File: src/rtl/tmr_mismatch_monitor.sv
// rtl/tmr_mismatch_monitor.sv - per-lane mismatch counters and fault flags beside a TMR voter
// Optional first-fault capture (first_syn/first_lane) is built when TMR_MON_CAPTURE_EN is defined.
module tmr_mismatch_monitor #(
  parameter int REG_WIDTH   = 1,
  parameter int CNT_WIDTH   = 16,
  parameter int PERSIST_CYC = 8
) (
  input  logic                 clk,
  input  logic                 rst_n,
  input  logic                 in_valid,
  input  logic [REG_WIDTH-1:0] st_r1,
  input  logic [REG_WIDTH-1:0] st_r2,
  input  logic [REG_WIDTH-1:0] st_r3,
  input  logic                 err_clr,
  output logic [CNT_WIDTH-1:0] lane_err_cnt0,
  output logic [CNT_WIDTH-1:0] lane_err_cnt1,
  output logic [CNT_WIDTH-1:0] lane_err_cnt2,
  output logic [2:0]           lane_fail,
  output logic                 multi_err,
  output logic                 err_irq
`ifdef TMR_MON_CAPTURE_EN
  ,
  output logic [REG_WIDTH-1:0] first_syn,
  output logic [2:0]           first_lane
`endif
);

  localparam int RUN_W = $clog2(PERSIST_CYC + 1);
  localparam logic [RUN_W-1:0] RUN_MAX = RUN_W'(PERSIST_CYC);

  logic [REG_WIDTH-1:0] s1_r_q [3];
  logic                 s1_valid_q;
  logic [REG_WIDTH-1:0] voted;
  logic [2:0]           mis;
  logic [2:0]           s2_mis_q;
  logic                 s2_valid_q;

  logic [CNT_WIDTH-1:0] cnt_q [3];
  logic [CNT_WIDTH-1:0] cnt_d [3];
  logic [RUN_W-1:0]     run_q [3];
  logic [RUN_W-1:0]     run_d [3];
  logic [2:0]           lane_fail_q, lane_fail_d;
  logic                 multi_q, multi_d;
  logic                 irq_q, irq_d;

  always_comb begin
    voted = (s1_r_q[0] & s1_r_q[1]) | (s1_r_q[0] & s1_r_q[2]) | (s1_r_q[1] & s1_r_q[2]);
    mis   = '0;
    for (int k = 0; k < 3; k++) begin
      mis[k] = |(s1_r_q[k] ^ voted);
    end
  end

  // Clear has priority over the sample in S3, which is then dropped.
  always_comb begin
    for (int k = 0; k < 3; k++) begin
      cnt_d[k] = cnt_q[k];
      run_d[k] = run_q[k];
    end
    lane_fail_d = lane_fail_q;
    multi_d     = multi_q;
    irq_d       = 1'b0;
    if (err_clr) begin
      for (int k = 0; k < 3; k++) begin
        cnt_d[k] = '0;
        run_d[k] = '0;
      end
      lane_fail_d = '0;
      multi_d     = 1'b0;
    end else if (s2_valid_q) begin
      for (int k = 0; k < 3; k++) begin
        if (s2_mis_q[k]) begin
          if (cnt_q[k] != {CNT_WIDTH{1'b1}}) cnt_d[k] = cnt_q[k] + CNT_WIDTH'(1);
          if (run_q[k] != RUN_MAX) run_d[k] = run_q[k] + RUN_W'(1);
          if (run_d[k] == RUN_MAX) lane_fail_d[k] = 1'b1;
        end else begin
          run_d[k] = '0;
        end
      end
      if ((s2_mis_q[0] & s2_mis_q[1]) | (s2_mis_q[0] & s2_mis_q[2]) | (s2_mis_q[1] & s2_mis_q[2]))
        multi_d = 1'b1;
      irq_d = (|(lane_fail_d & ~lane_fail_q)) | (multi_d & ~multi_q);
    end
  end

  always_ff @(posedge clk) begin
    if (!rst_n) begin
      for (int k = 0; k < 3; k++) begin
        s1_r_q[k] <= '0;
        cnt_q[k]  <= '0;
        run_q[k]  <= '0;
      end
      s1_valid_q  <= 1'b0;
      s2_mis_q    <= '0;
      s2_valid_q  <= 1'b0;
      lane_fail_q <= '0;
      multi_q     <= 1'b0;
      irq_q       <= 1'b0;
    end else begin
      s1_r_q[0]   <= st_r1;
      s1_r_q[1]   <= st_r2;
      s1_r_q[2]   <= st_r3;
      s1_valid_q  <= in_valid;
      s2_mis_q    <= mis;
      s2_valid_q  <= s1_valid_q;
      for (int k = 0; k < 3; k++) begin
        cnt_q[k] <= cnt_d[k];
        run_q[k] <= run_d[k];
      end
      lane_fail_q <= lane_fail_d;
      multi_q     <= multi_d;
      irq_q       <= irq_d;
    end
  end

  assign lane_err_cnt0 = cnt_q[0];
  assign lane_err_cnt1 = cnt_q[1];
  assign lane_err_cnt2 = cnt_q[2];
  assign lane_fail     = lane_fail_q;
  assign multi_err     = multi_q;
  assign err_irq       = irq_q;

`ifdef TMR_MON_CAPTURE_EN
  logic [REG_WIDTH-1:0] syn;
  logic [REG_WIDTH-1:0] s2_syn_q;
  logic [REG_WIDTH-1:0] first_syn_q, first_syn_d;
  logic [2:0]           first_lane_q, first_lane_d;

  assign syn = (s1_r_q[0] ^ voted) | (s1_r_q[1] ^ voted) | (s1_r_q[2] ^ voted);

  // A non-zero first_lane marks the capture as taken; a mismatching sample always has one.
  always_comb begin
    first_syn_d  = first_syn_q;
    first_lane_d = first_lane_q;
    if (err_clr) begin
      first_syn_d  = '0;
      first_lane_d = '0;
    end else if (s2_valid_q && (|s2_mis_q) && (first_lane_q == 3'b000)) begin
      first_syn_d  = s2_syn_q;
      first_lane_d = s2_mis_q;
    end
  end

  always_ff @(posedge clk) begin
    if (!rst_n) begin
      s2_syn_q     <= '0;
      first_syn_q  <= '0;
      first_lane_q <= '0;
    end else begin
      s2_syn_q     <= syn;
      first_syn_q  <= first_syn_d;
      first_lane_q <= first_lane_d;
    end
  end

  assign first_syn  = first_syn_q;
  assign first_lane = first_lane_q;
`endif

endmodule

File: config.mk
export PLATFORM = sky130hd
export DESIGN_NAME = tmr_mismatch_monitor
export DESIGN_NICKNAME = d
export VERILOG_FILES = /design/src/rtl/tmr_mismatch_monitor.sv
export SDC_FILE = /design/constraint.sdc
export NUM_CORES = 1
export LEC_CHECK = 0
export BUFFER_PORTS_ARGS = -buffer_cell sky130_fd_sc_hd__buf_4
export CAP_MARGIN = 20
export CORE_ASPECT_RATIO = 0.7
export CORE_MARGIN = 2
export CORE_UTILIZATION = 30
export DETAILED_ROUTE_END_ITERATION = 10
export HOLD_SLACK_MARGIN = 0.03
export MAX_ROUTING_LAYER = met4
export PLACE_DENSITY_LB_ADDON = 0.2
export SLEW_MARGIN = 5
export SYNTH_ARGS = -nofsm -noshare
export SYNTH_HDL_FRONTEND = slang
export SYNTH_SLANG_ARGS = --single-unit
File: constraint.sdc
create_clock -name clk -period 2.6 [get_ports clk]
set_clock_uncertainty 0.2 [all_clocks]
set_input_delay 0.26 -clock clk [delete_from_list [all_inputs] [get_ports clk]]
set_output_delay 0.26 -clock clk [all_outputs]
set_load 0.01 [all_outputs]
Word level (Yosys, flattened, before mapping)
Memories as Yosys holds them, arrays and structs flattened. Index checks and enable logic that the tools add are counted.

Register bits after elaboration: 10. Bits in writable memories: 63. Bits of input ports: 7. Output and inout bits: 53. Word-level logic and storage cells: 107. Memories kept: 3.

Memories: cnt_q (depth 3, bits a word 16, rd ports 3, clocked after Yosys merged registers in 0, write ports 3, line 38) `logic [CNT_WIDTH-1:0] cnt_q [3];`; run_q (depth 3, bits a word 4, rd ports 3, clocked after Yosys merged registers in 0, write ports 3, line 40) `logic [RUN_W-1:0] run_q [3];`; s1_r_q (depth 3, bits a word 1, rd ports 3, clocked after Yosys merged registers in 0, write ports 3, line 31) `logic [REG_WIDTH-1:0] s1_r_q [3];`.

$add $sub $neg: 6. Equal/unequal tests: 9. Muxes and demuxes: 51. Bitwise operators: 29. Reduce and logical (&&, ||, !) cells: 3.

Operator list (count): $mux W16 (9); $mux W48 (2); $mux W4 (18); $add A16 B1 Y16 const B (3); $ne A16 B16 Y1 const B (3); $mux W12 (2); $mux W1 (20); $or A1 B1 Y1 (14); $add A4 B1 Y4 const B (3); $eq A4 B4 Y1 const B (3); $ne A4 B4 Y1 const B (3); $and A1 B1 Y1 (7); $reduce_or A3 Y1 (2); $and A3 B3 Y3 (1); $not A1 Y1 (3); $not A3 Y3 (1); $xor A1 B1 Y1 (3); $reduce_or A2 Y1 (1).

Logic depth before layout (Yosys ltp)
Depth in word-level cells: 13. Depth in mapped cells: 7.

Worst setup path before layout
OpenSTA, ideal clock, no wires.

Path type: flip-flop to flip-flop. From: mem cnt_q[1][0], in the netlist cnt_q[0][16]. To: mem cnt_q[1][6], in the netlist cnt_q[0][22]. Library setup time: 0.116 ns. Arrival time: 1.583 ns. Slack: 0.701 ns. Cell stages (with the launch flop): 8. Path buffers: 1. Clock period less this slack: 1.899 ns. Cells stage by stage: dfxtp_1 > ha_1 > and4_1 > and4_1 > buf_2 > nor3_2 > a31oi_1 > a41o_1.

RTL lines (line): start, declared (38).

==> impl_metrics.env <==
export IMPL_holdPathStages=4
export IMPL_drive_gt1_share_pct=18.3
export IMPL_synth_fp_nets=448
export IMPL_dp_final_hpwl_mm=6.25
export IMPL_reg2reg_depth=7
export IMPL_grt_overflow=0
export IMPL_synth_async_reset_ratio_pct=0
export IMPL_slew_headroom_pct=66.8
export IMPL_cp_max_fo=5
export IMPL_seq_area_mm2=0.00146
export IMPL_synth_warnings=0
export IMPL_switching_share_pct=21.1
export IMPL_startpoint_type="register"
export IMPL_detail_route_antenna_nets=0
export IMPL_synthTopCellsByArea="dfxtp_1 (40%), xnor2_1 (7.5%), nor2_1 (6.1%)"
export IMPL_antenna_found_initial=0
export IMPL_start_util_pct=30.9
export IMPL_combinationalPowerShare_pct=2.6
export IMPL_fin_area_mm2=0.00461
export IMPL_cts_setup_buffers=0
export IMPL_num_rows=33
export IMPL_hold_path_class="input port to register"
export IMPL_period_share_pct=80.8
export IMPL_firstDrtPassIters=6
export IMPL_p_switching_mw=0.512
export IMPL_fp_dieArea_mm2=0.0130
export IMPL_hold_viol=0
export IMPL_vias=3265
export IMPL_peakVddDrop_uv=379
export IMPL_worst_setup_path_end_kind="register"
export IMPL_ctsHoldBuffers=8
export IMPL_power_leakage_nw=1.65
export IMPL_setup_viol=0
export IMPL_dieHeight_um=95.9
export IMPL_yosysTopAreaCell="dfxtp_1"
export IMPL_htree_num_levels=3
export IMPL_yosysUniqueCellTypes=53
export IMPL_drcViolationCount=0
export IMPL_multiInputGateArea_mm2=0.00203
export IMPL_cts_buffers=9
export IMPL_fin_ws_ns=0.499
export IMPL_drv_slew=0
export IMPL_cts_buffer_depth=2
export IMPL_tightest_slew_ns=0.495
export IMPL_seqPwrFrac_pct=46.8
export IMPL_critPathKind="register to register"
export IMPL_ys_seq_area_share_pct=40.4
export IMPL_io_buffers=59
export IMPL_yosys_most_used_dff="dfxtp_1"
export IMPL_cts_repair_resized=0
export IMPL_ys_seq_elements=73
export IMPL_whs_ns=0.238
export IMPL_p_int_mw=1.92
export IMPL_synth_edf_count=0
export IMPL_fin_crit_ns=2.10
export IMPL_gp_congestion=0.806
export IMPL_post_place_ws_ns=0.581
export IMPL_groute_layer_met1_usage_pct=21.2
export IMPL_fin_setup_tns_ns=0
export IMPL_clock_latency_ns=0.34
export IMPL_status="finished, final reports clean"
export IMPL_grt_use_met3_pct=4.00
export IMPL_grt_use_total_pct=14.4
export IMPL_placed_cell_area_mm2=0.00423
export IMPL_via_per_inst=4.95
export IMPL_synth_top_area_share_pct=40.4
export IMPL_synthTopCellsByCount="dfxtp_1 (73), nor2_1 (59), nand2_1 (33), xnor2_1 (31), nand3_1 (29)"
export IMPL_avgSynthCellArea_um2=8.38
export IMPL_synth_most_common_cell="dfxtp_1"
export IMPL_syn_instance_count=432
export IMPL_drt_iter0_markers=237
export IMPL_p_per_area_mw_per_mm2=527
export IMPL_grt_busiest_layer="met1"
export IMPL_routedWlPerCell_um=13.3
export IMPL_die_x_um=135
export IMPL_ios=60
export IMPL_clockPowerShare_pct=50.6
export IMPL_antennaDiodeCount=0
export IMPL_cts_root_buffer="clkbuf_16"
export IMPL_clk_pin_slew_ns=0.06
export IMPL_max_cap_violations=0
export IMPL_totalWireLength_mm=8.78
export IMPL_first_global_vias=2839
export IMPL_grt_max_degree=31
export IMPL_syn_area_mm2=0.00362
export IMPL_coreArea_mm2=0.0117
export IMPL_final_nets=514
export IMPL_fillers=1200
export IMPL_cts_sinks=73
export IMPL_grt_pass1_wl_mm=14.3
export IMPL_met2_usage_pct=18.2
export IMPL_rsz0062_at_grt="no"
export IMPL_area_growth_pct=27.2
export IMPL_worstPathArrival_ns=2.16
export IMPL_required_ns=2.66
export IMPL_fmax_ghz=0.476
export IMPL_cts_tree="yes"
==> cells in the final DEF, fill, tap and decap left out, types with 2 or more instances in the layout <==
cell type / count
a211o_1: 3
a211oi_1: 4
a21boi_0: 2
a21oi_1: 22
a31oi_1: 2
a32oi_1: 2
and2_1: 7
and3_1: 9
and3b_1: 4
and4_1: 9
buf_4: 66
clkbuf_16: 9
clkinv_2: 4
dfxtp_1: 73
dlygate4sd3_1: 8
ha_1: 9
inv_1: 12
nand2_1: 33
nand2b_1: 4
nand3_1: 29
nand3b_1: 2
nand4_1: 14
nor2_1: 59
nor3_1: 17
nor3_2: 3
nor3b_1: 3
nor4_1: 3
o2111ai_1: 3
o21ai_0: 17
o31ai_1: 2
or3_1: 7
or3b_2: 2
or4_1: 2
xnor2_1: 31
xor2_1: 6
==> cells by family (layout without fill, tap and decap cells) <==
logic type               after synthesis  in the layout  share of synthesized area, %
XOR/XNOR                              37             37                          8.95
AND/OR/NAND/NOR                      217            217                          32.6
flip-flops                            73             73                          40.4
buffers and inverters                 31            102                          3.63
AO/OA/AOI/OAI                         64             64                          11.1
multiplexers                           1              1                         0.276
adder cells (fa/ha/maj)                9              9                          3.11
==> power groups by stage <==
stage	Sequential [mW]	Clock [mW]	Combinational [mW]
after global placement	1.16	0	0.0551
final	1.14	1.23	0.0636
after detailed placement	1.16	0	0.0553
after global routing	1.14	1.32	0.0710
after floorplan	1.15	0	0.0358
after CTS	1.13	1.27	0.0646
==> path summary, 6_finish.rpt <==
path,from,end,slack (ns)
worst min-delay path,err_clr,cnt_q[0][22]$_SDFFE_PP0P_,0.24
worst max register to register,run_q[0][4]$_SDFFE_PP0P_,err_irq$_SDFF_PP0_,0.50
worst max-delay path,run_q[0][4]$_SDFFE_PP0P_,err_irq$_SDFF_PP0_,0.50
worst min register to register,s1_valid_q$_SDFF_PN0_,s2_valid_q$_SDFF_PN0_,0.27
==> stage by stage <==
step                      util [%]  std cells  total power, mW
after detailed placement      36.1        636             1.22
after global placement        36.1        636             1.21
final                         39.3        660             2.43
after global routing          39.3        660             2.52
after floorplan                  -        432             1.19
after CTS                     39.3        660             2.47
==> area by class of cell <==
class | instances | area share [%]
timing repair buffer | 74 | 12.5
clock buffer | 10 | 5.19
inverter | 12 | 0.978
sequential | 73 | 31.7
clock inverter | 6 | 1.25
multi-input combinational | 328 | 44.1
tap | 157 | 4.27
==> state kept, by name (all words and copies together) (netlist names) <==
register,cells
cnt_q,48
run_q,12
lane_fail,3
s1_r_q,3
s2_mis_q,3
err_irq,1
multi_err,1
s1_valid_q,1
s2_valid_q,1
==> metal layers <==
metal / share of wire (%) / vias to the layer above
li1: - / 1664
met1: 55 / 1502
met2: 39 / 90
met3: 4.6 / 9
met4: 1.5 / 0
met5: 0 / -
==> critical path, cell delays in order (launching register included) <==
cell	delay [ns]
dfxtp_1	0.39
inv_1	0.10
ha_1	0.24
a211oi_1	0.29
a211o_1	0.14
o2111ai_1	0.15
or4_1	0.42
o211ai_1	0.10
No activity file was read; power rests on OpenSTA's default activity.
